File: config.mk
export PLATFORM = sky130hd
export DESIGN_NAME = mmio_console
export DESIGN_NICKNAME = d
export VERILOG_FILES = /design/src/rtl/console_pkg.sv /design/src/rtl/sync_fifo.sv /design/src/rtl/mmio_console.sv
export SDC_FILE = /design/constraint.sdc
export NUM_CORES = 1
export LEC_CHECK = 0
export ABC_AREA = 0
export CAP_MARGIN = 20
export CORE_ASPECT_RATIO = 1.2
export CORE_MARGIN = 2
export CORE_UTILIZATION = 53
export DETAILED_ROUTE_END_ITERATION = 8
export PLACE_DENSITY_LB_ADDON = 0.05
export SLEW_MARGIN = 20
export SYNTH_ARGS = -nofsm -noshare
export SYNTH_HDL_FRONTEND = slang
export SYNTH_SLANG_ARGS = --single-unit
File: constraint.sdc
create_clock -name clk -period 3.4 [get_ports clk]
set_clock_uncertainty 0.1 [all_clocks]
set_input_delay 0.68 -clock clk [delete_from_list [all_inputs] [get_ports clk]]
set_output_delay 0.68 -clock clk [all_outputs]
set_load 0.03 [all_outputs]
File: src/rtl/console_pkg.sv
// Shared register map and STATUS/CTRL field positions for the MMIO debug console.
// Other console files pull these in with a package import.
package console_pkg;

  localparam logic [3:0] OFF_TXDATA = 4'h0;
  localparam logic [3:0] OFF_STATUS = 4'h4;
  localparam logic [3:0] OFF_CTRL   = 4'h8;

  localparam int STAT_FULL    = 0;
  localparam int STAT_EMPTY   = 1;
  localparam int STAT_OVF     = 2;
  localparam int STAT_CNT_LSB = 8;

  localparam int CTRL_EN    = 0;
  localparam int CTRL_FLUSH = 1;

  function automatic logic [31:0] pack_status(input logic full, input logic empty,
                                              input logic ovf, input logic [7:0] cnt);
    logic [31:0] w;
    w = 32'h0000_0000;
    w[STAT_FULL]             = full;
    w[STAT_EMPTY]            = empty;
    w[STAT_OVF]              = ovf;
    w[STAT_CNT_LSB +: 8]     = cnt;
    return w;
  endfunction

endpackage

File: src/rtl/sync_fifo.sv
// Single-clock first-word-fall-through FIFO with synchronous flush.
// A push while full is accepted only when a pop happens in the same cycle.
module sync_fifo #(
  parameter int WIDTH = 8,
  parameter int DEPTH = 16
) (
  input  logic                           clk,
  input  logic                           rst,
  input  logic                           push,
  input  logic                           pop,
  input  logic                           flush,
  input  logic [WIDTH-1:0]               wr_data,
  output logic [WIDTH-1:0]               head,
  output logic                           full,
  output logic                           empty,
  output logic [$clog2(DEPTH+1)-1:0]     count
);

  localparam int AW = $clog2(DEPTH);
  localparam int CW = $clog2(DEPTH + 1);
  localparam logic [AW-1:0] PTR_ONE  = AW'(1);
  localparam logic [AW-1:0] PTR_ZERO = AW'(0);
  localparam logic [CW-1:0] CNT_ONE  = CW'(1);
  localparam logic [CW-1:0] CNT_ZERO = CW'(0);
  localparam logic [CW-1:0] CNT_FULL = CW'(DEPTH);

  logic [WIDTH-1:0] mem_r [DEPTH];
  logic [AW-1:0]    wr_ptr_r;
  logic [AW-1:0]    rd_ptr_r;
  logic [CW-1:0]    count_r;
  logic             full_s;
  logic             empty_s;
  logic             do_push_s;
  logic             do_pop_s;

  assign full_s    = (count_r == CNT_FULL);
  assign empty_s   = (count_r == CNT_ZERO);
  assign do_pop_s  = pop & ~empty_s;
  assign do_push_s = push & (~full_s | do_pop_s);

  assign head  = mem_r[rd_ptr_r];
  assign full  = full_s;
  assign empty = empty_s;
  assign count = count_r;

  // Pointer and occupancy tracking; flush takes priority over push/pop.
  always_ff @(posedge clk or posedge rst) begin
    if (rst) begin
      wr_ptr_r <= PTR_ZERO;
      rd_ptr_r <= PTR_ZERO;
      count_r  <= CNT_ZERO;
    end else if (flush) begin
      wr_ptr_r <= PTR_ZERO;
      rd_ptr_r <= PTR_ZERO;
      count_r  <= CNT_ZERO;
    end else begin
      if (do_push_s) wr_ptr_r <= wr_ptr_r + PTR_ONE;
      if (do_pop_s)  rd_ptr_r <= rd_ptr_r + PTR_ONE;
      case ({do_push_s, do_pop_s})
        2'b10:   count_r <= count_r + CNT_ONE;
        2'b01:   count_r <= count_r - CNT_ONE;
        default: count_r <= count_r;
      endcase
    end
  end

  // Storage array write port; contents need no reset since pointers gate visibility.
  always_ff @(posedge clk) begin
    if (do_push_s & ~flush) mem_r[wr_ptr_r] <= wr_data;
  end

endmodule

File: src/rtl/mmio_console.sv
// Memory-mapped debug console: CPU stores to TXDATA are queued and drained as a
// paced valid/ready byte stream; STATUS and CTRL are readable on the same port.
module mmio_console
  import console_pkg::*;
#(
  parameter logic [31:0] BASE_ADDR   = 32'h1000_0000,
  parameter int          DEPTH       = 16,
  parameter int          CHAR_CYCLES = 0
) (
  input  logic        clk,
  input  logic        rst,
  input  logic [31:0] addr,
  input  logic [31:0] wdata,
  input  logic [3:0]  wenable,
  output logic [31:0] rdata,
  output logic [7:0]  tx_data,
  output logic        tx_valid,
  input  logic        tx_ready
);

  localparam int CW = $clog2(DEPTH + 1);
  localparam int PW = (CHAR_CYCLES > 0) ? $clog2(CHAR_CYCLES + 1) : 1;
  localparam logic [PW-1:0] PACE_LOAD = PW'(CHAR_CYCLES);
  localparam logic [PW-1:0] PACE_ONE  = PW'(1);
  localparam logic [PW-1:0] PACE_ZERO = PW'(0);

  logic          hit_s;
  logic [3:0]    off_s;
  logic          push_s;
  logic          status_wr_s;
  logic          ctrl_wr_s;
  logic          flush_s;
  logic          fire_s;
  logic          full_s;
  logic          empty_s;
  logic [CW-1:0] count_s;
  logic [7:0]    count8_s;
  logic [7:0]    head_s;
  logic          enable_r;
  logic          overflow_r;
  logic [PW-1:0] pace_cnt_r;
  logic          unused_s;

  assign hit_s = (addr[31:4] == BASE_ADDR[31:4]);
  assign off_s = addr[3:0];

  // Bus write decode; only byte lane 0 carries register fields.
  always_comb begin
    push_s      = 1'b0;
    status_wr_s = 1'b0;
    ctrl_wr_s   = 1'b0;
    if (hit_s & wenable[0]) begin
      case (off_s)
        OFF_TXDATA: push_s      = 1'b1;
        OFF_STATUS: status_wr_s = 1'b1;
        OFF_CTRL:   ctrl_wr_s   = 1'b1;
        default:    push_s      = 1'b0;
      endcase
    end else begin
      push_s = 1'b0;
    end
  end

  assign flush_s  = ctrl_wr_s & wdata[CTRL_FLUSH];
  assign tx_valid = ~empty_s & enable_r & (pace_cnt_r == PACE_ZERO);
  assign tx_data  = head_s;
  assign fire_s   = tx_valid & tx_ready;
  assign unused_s = ^{wdata[31:8], wenable[3:1]};

  sync_fifo #(.WIDTH(8), .DEPTH(DEPTH)) u_fifo (
    .clk     (clk),
    .rst     (rst),
    .push    (push_s),
    .pop     (fire_s),
    .flush   (flush_s),
    .wr_data (wdata[7:0]),
    .head    (head_s),
    .full    (full_s),
    .empty   (empty_s),
    .count   (count_s)
  );

  generate
    if (CW >= 8) begin : g_cnt_trunc
      assign count8_s = count_s[7:0];
    end else begin : g_cnt_ext
      assign count8_s = {{(8 - CW){1'b0}}, count_s};
    end
  endgenerate

  // CTRL enable bit; flush is a pulse and is never stored.
  always_ff @(posedge clk or posedge rst) begin
    if (rst)            enable_r <= 1'b1;
    else if (ctrl_wr_s) enable_r <= wdata[CTRL_EN];
    else                enable_r <= enable_r;
  end

  // Sticky overflow: a drop while full sets it, a STATUS write of bit 2 clears it.
  always_ff @(posedge clk or posedge rst) begin
    if (rst)                                       overflow_r <= 1'b0;
    else if (push_s & full_s & ~fire_s & ~flush_s) overflow_r <= 1'b1;
    else if (status_wr_s & wdata[STAT_OVF])        overflow_r <= 1'b0;
    else                                           overflow_r <= overflow_r;
  end

  // Pacing counter holds tx_valid low for CHAR_CYCLES cycles after each transfer.
  always_ff @(posedge clk or posedge rst) begin
    if (rst)                          pace_cnt_r <= PACE_ZERO;
    else if (flush_s)                 pace_cnt_r <= PACE_ZERO;
    else if (fire_s)                  pace_cnt_r <= PACE_LOAD;
    else if (pace_cnt_r != PACE_ZERO) pace_cnt_r <= pace_cnt_r - PACE_ONE;
    else                              pace_cnt_r <= pace_cnt_r;
  end

  // Read mux; misses and unmapped offsets return zero.
  always_comb begin
    rdata = 32'h0000_0000;
    if (hit_s) begin
      case (off_s)
        OFF_STATUS: rdata = pack_status(full_s, empty_s, overflow_r, count8_s);
        OFF_CTRL:   rdata[CTRL_EN] = enable_r;
        default:    rdata = 32'h0000_0000;
      endcase
    end else begin
      rdata = 32'h0000_0000;
    end
  end

endmodule

==> metrics.yaml <==
global_routing:
  grt_use_met1_pct: 27.8
  grt_pass1_wl_um: 19700
  antenna_found_initial: 0
  use_met3_pct: 5.71
  track_usage_pct: 22.4
  grt_overflow: 0
  grt_max_degree: 36
  busiest_layer: "met2"
  grtUsageMet2_pct: 37.9
  grt_pass1_vias: 3559
sta:
  final_max_slew_viol_count: 0
  worst_pin_slew_ps: 639
  clock.fmax_ghz: 0.305
  rsz0062_at_grt: "no"
  setup_viol: 0
  post-route-period-util_pct: 96.3
  finalHoldViolCount: 0
  slew_headroom_pct: 57.3
  fin_setup_tns_ps: 0
  min_period_ps: 3280
synth:
  ys.flop_type: "edfxtp_1"
  syn_area_mm2: 0.00627
  syn_area_per_cell_um2: 17.9
  synth_simple_gate_area_share_pct: 9.20
  synth.area.mux_share_pct: 14.7
  synth_top_family_by_area: "multiplexers"
  ys_ff_latch: 143
  synth_fa_ha_area_share_pct: 1.40
  syn_inst: 351
  yosys_warnings: 0
  synth-xor-area-share_pct: 0.978
  synthArstFlopShare_pct: 10.5
  synth_compound_area_share_pct: 2.09
  ys_seq_area_share_pct: 67.3
  synth-edff-count: 128
  yosys.cell_types.count: 52
pwr:
  p_total_w: 0.00380
  leakagePower_nw: 2.76
  vdd.ir_drop.worst_uv: 360
  powerDensity_mw_per_mm2: 481
cts:
  clock_latency_ps: 410
  path_clk_slew_ps: 50
  cts_hold_buf: 0
  cts_buffer_depth: 2
  cts_inserted_buffers: 17
  cts_sinks: 143
  ctsRootBufferMaster: "clkbuf_16"
  h-tree-depth: 4
  cts_tree: "done"
placement:
  dpl_cell_area_mm2: 0.00733
  io_buffer_count: 60
  routabilityCongestion: 0.820
  dpl.hpwl_um: 8360
die:
  initial_core_util_pct: 54.2
  die_area_mm2: 0.0127
  die_x_um: 103
  row_count: 43
  coreArea_mm2: 0.0116
  die_h_um: 123
  ioPinCount: 112
cells_and_area:
  utilization_pct: 68.3
  layout.area.seq_mm2: 0.00422
  area_growth_pct: 26.0
  fin_area_mm2: 0.00790
  n_fill_cell: 814
  multiInputGateArea_mm2: 0.00187
  fin_nets: 524
  layout-drive-gt1-share_pct: 28.5
  diodes: 0
routing:
  drt_wl_total_um: 12800
  vias_per_cell: 5.63
  drt-initial-drc-count: 222
  avgRoutedWirePerCell_um: 20.8
  vias: 3468
  ant_nets: 0
  dr.pass1.iters: 4
  drc: 0
hold_path:
  hold_class: "reg -> reg"
flow_run:
  maxCapViolations: 0
critical_path:
  slowest_delay_ps: 400
  start_kind: "primary input"
  cp_top_family: "buffers and inverters"
  path_cells: "clkdlybuf4s50_1 > nor4_1 > nand4_1 > buf_4 > nor2_1 > buf_4 > and3_2 > buf_4"
  slowest_stage: "clkdlybuf4s50_1"
  crit_buf_inv: 4
  cp_common_cell: "buf_4"
  endpoint_kind: "primary output"
  cp.required_ps: 2620
  cp_data_arrival_time_ps: 2500
  path_max_fanout: 7
  crit_type: "in -> out"
outcome:
  status: "complete, no violations"
[path summary, 6_finish.rpt]
check	startpoint	to	slack [ps]	cells past startpoint
max	addr[18]	rdata[9]	120	8
max in group asynchronous	rst	u_fifo.rd_ptr_r[0]	2190	2
min reg2reg	overflow_r	overflow_r	420	1
min	overflow_r	overflow_r	420	1
min in group asynchronous	rst	u_fifo.count[2]	550	2
max reg2reg	u_fifo.count[2]	u_fifo.count[2]	500	8
[Yosys cell counts (6+ instances only)]
cell	instances	area share (%)
nand3_1	7	0.56
and3_1	7	0.70
clkbuf_1	9	0.54
ha_1	7	1.4
xor2_1	6	0.84
nor4_1	8	0.80
nor2_1	16	0.96
nand4_1	6	0.60
nand2_1	10	0.60
dfrtp_1	14	5.6
buf_4	25	3.0
and2_1	13	1.3
mux4_2	40	14
edfxtp_1	128	61
[routing by layer]
layer,vias to the layer above,part of all wire (%)
met1,1775,39
li1,1554,-
met3,13,5.5
met5,-,0
met4,0,1.8
met2,126,54
[cells in the final DEF (no fill, tap or decap), drive strengths merged, types with 2 or more instances in the layout]
cell	count
a21o	2
a21oi	3
a31oi	3
and2	13
and3	8
and3b	2
and4	4
buf	43
bufinv	2
clkbuf	18
clkdlybuf4s50	44
clkinv	6
clkinvlp	4
conb	24
dfrtp	14
dlygate4sd2	6
edfxtp	128
ha	7
inv	5
mux4	40
nand2	11
nand3	7
nand4	6
nor2	16
nor2b	2
nor3	5
nor3b	2
nor4	8
o21ai	2
or3	2
or4	2
xor2	6
[cell families (layout without fill, tap and decap cells)]
kind of cell	count (synthesis)	in the layout
other	1	24
buffers and inverters	43	128
DFF	143	143
and+or+nand+nor	92	92
adders and majority gates	7	7
AOI/OAI and AO/OA	16	16
xor gates and xnor gates	7	7
muxes	42	42
[registers in the layout (all words and copies together), names as in the netlist]
register and count:
overflow_r 1, u_fifo.rd_ptr_r 4, u_fifo.count 5, u_fifo.wr_ptr_r 4
u_fifo.mem_r 128, enable_r 1
[final cells by class]
type	instances	share of cell area [%]
multi-input combinational	188	23.7
clock buffer	18	5.43
inverter	3	0.143
tap	157	2.49
clock inverter	14	1.81
timing repair buffer	93	13.0
sequential	143	53.4
[where the power goes]
group	internal [W]	total, W	switching, W
Sequential	0.00191	0.00191	0.00000000000121
Clock	0.00108	0.00176	0.000687
Combinational	0.0000485	0.000118	0.0000698
Total	0.00304	0.00380	0.000757
[metrics by stage]
stage / setup slack (ps) / std cells / hold WS (ps)
final: 125 / 616 / 419
after global routing: 0.337 / 616 / 438
after CTS: 96.6 / 616 / 414
after detailed placement: -146 / 584 / 396
after global placement: -60.8 / 584 / 397
after floorplan: 315 / 374 / 348
[timing repair]
item / 4_1_cts / 5_1_grt
pin swaps: 0 / 1
endpoints found under the setup margin: 6 / 1
resized for setup: 6 / 0
setup buffers: 0 / 0
endpoints found under the hold margin: 0 / 0
No activity file was read; power rests on OpenSTA's default activity.
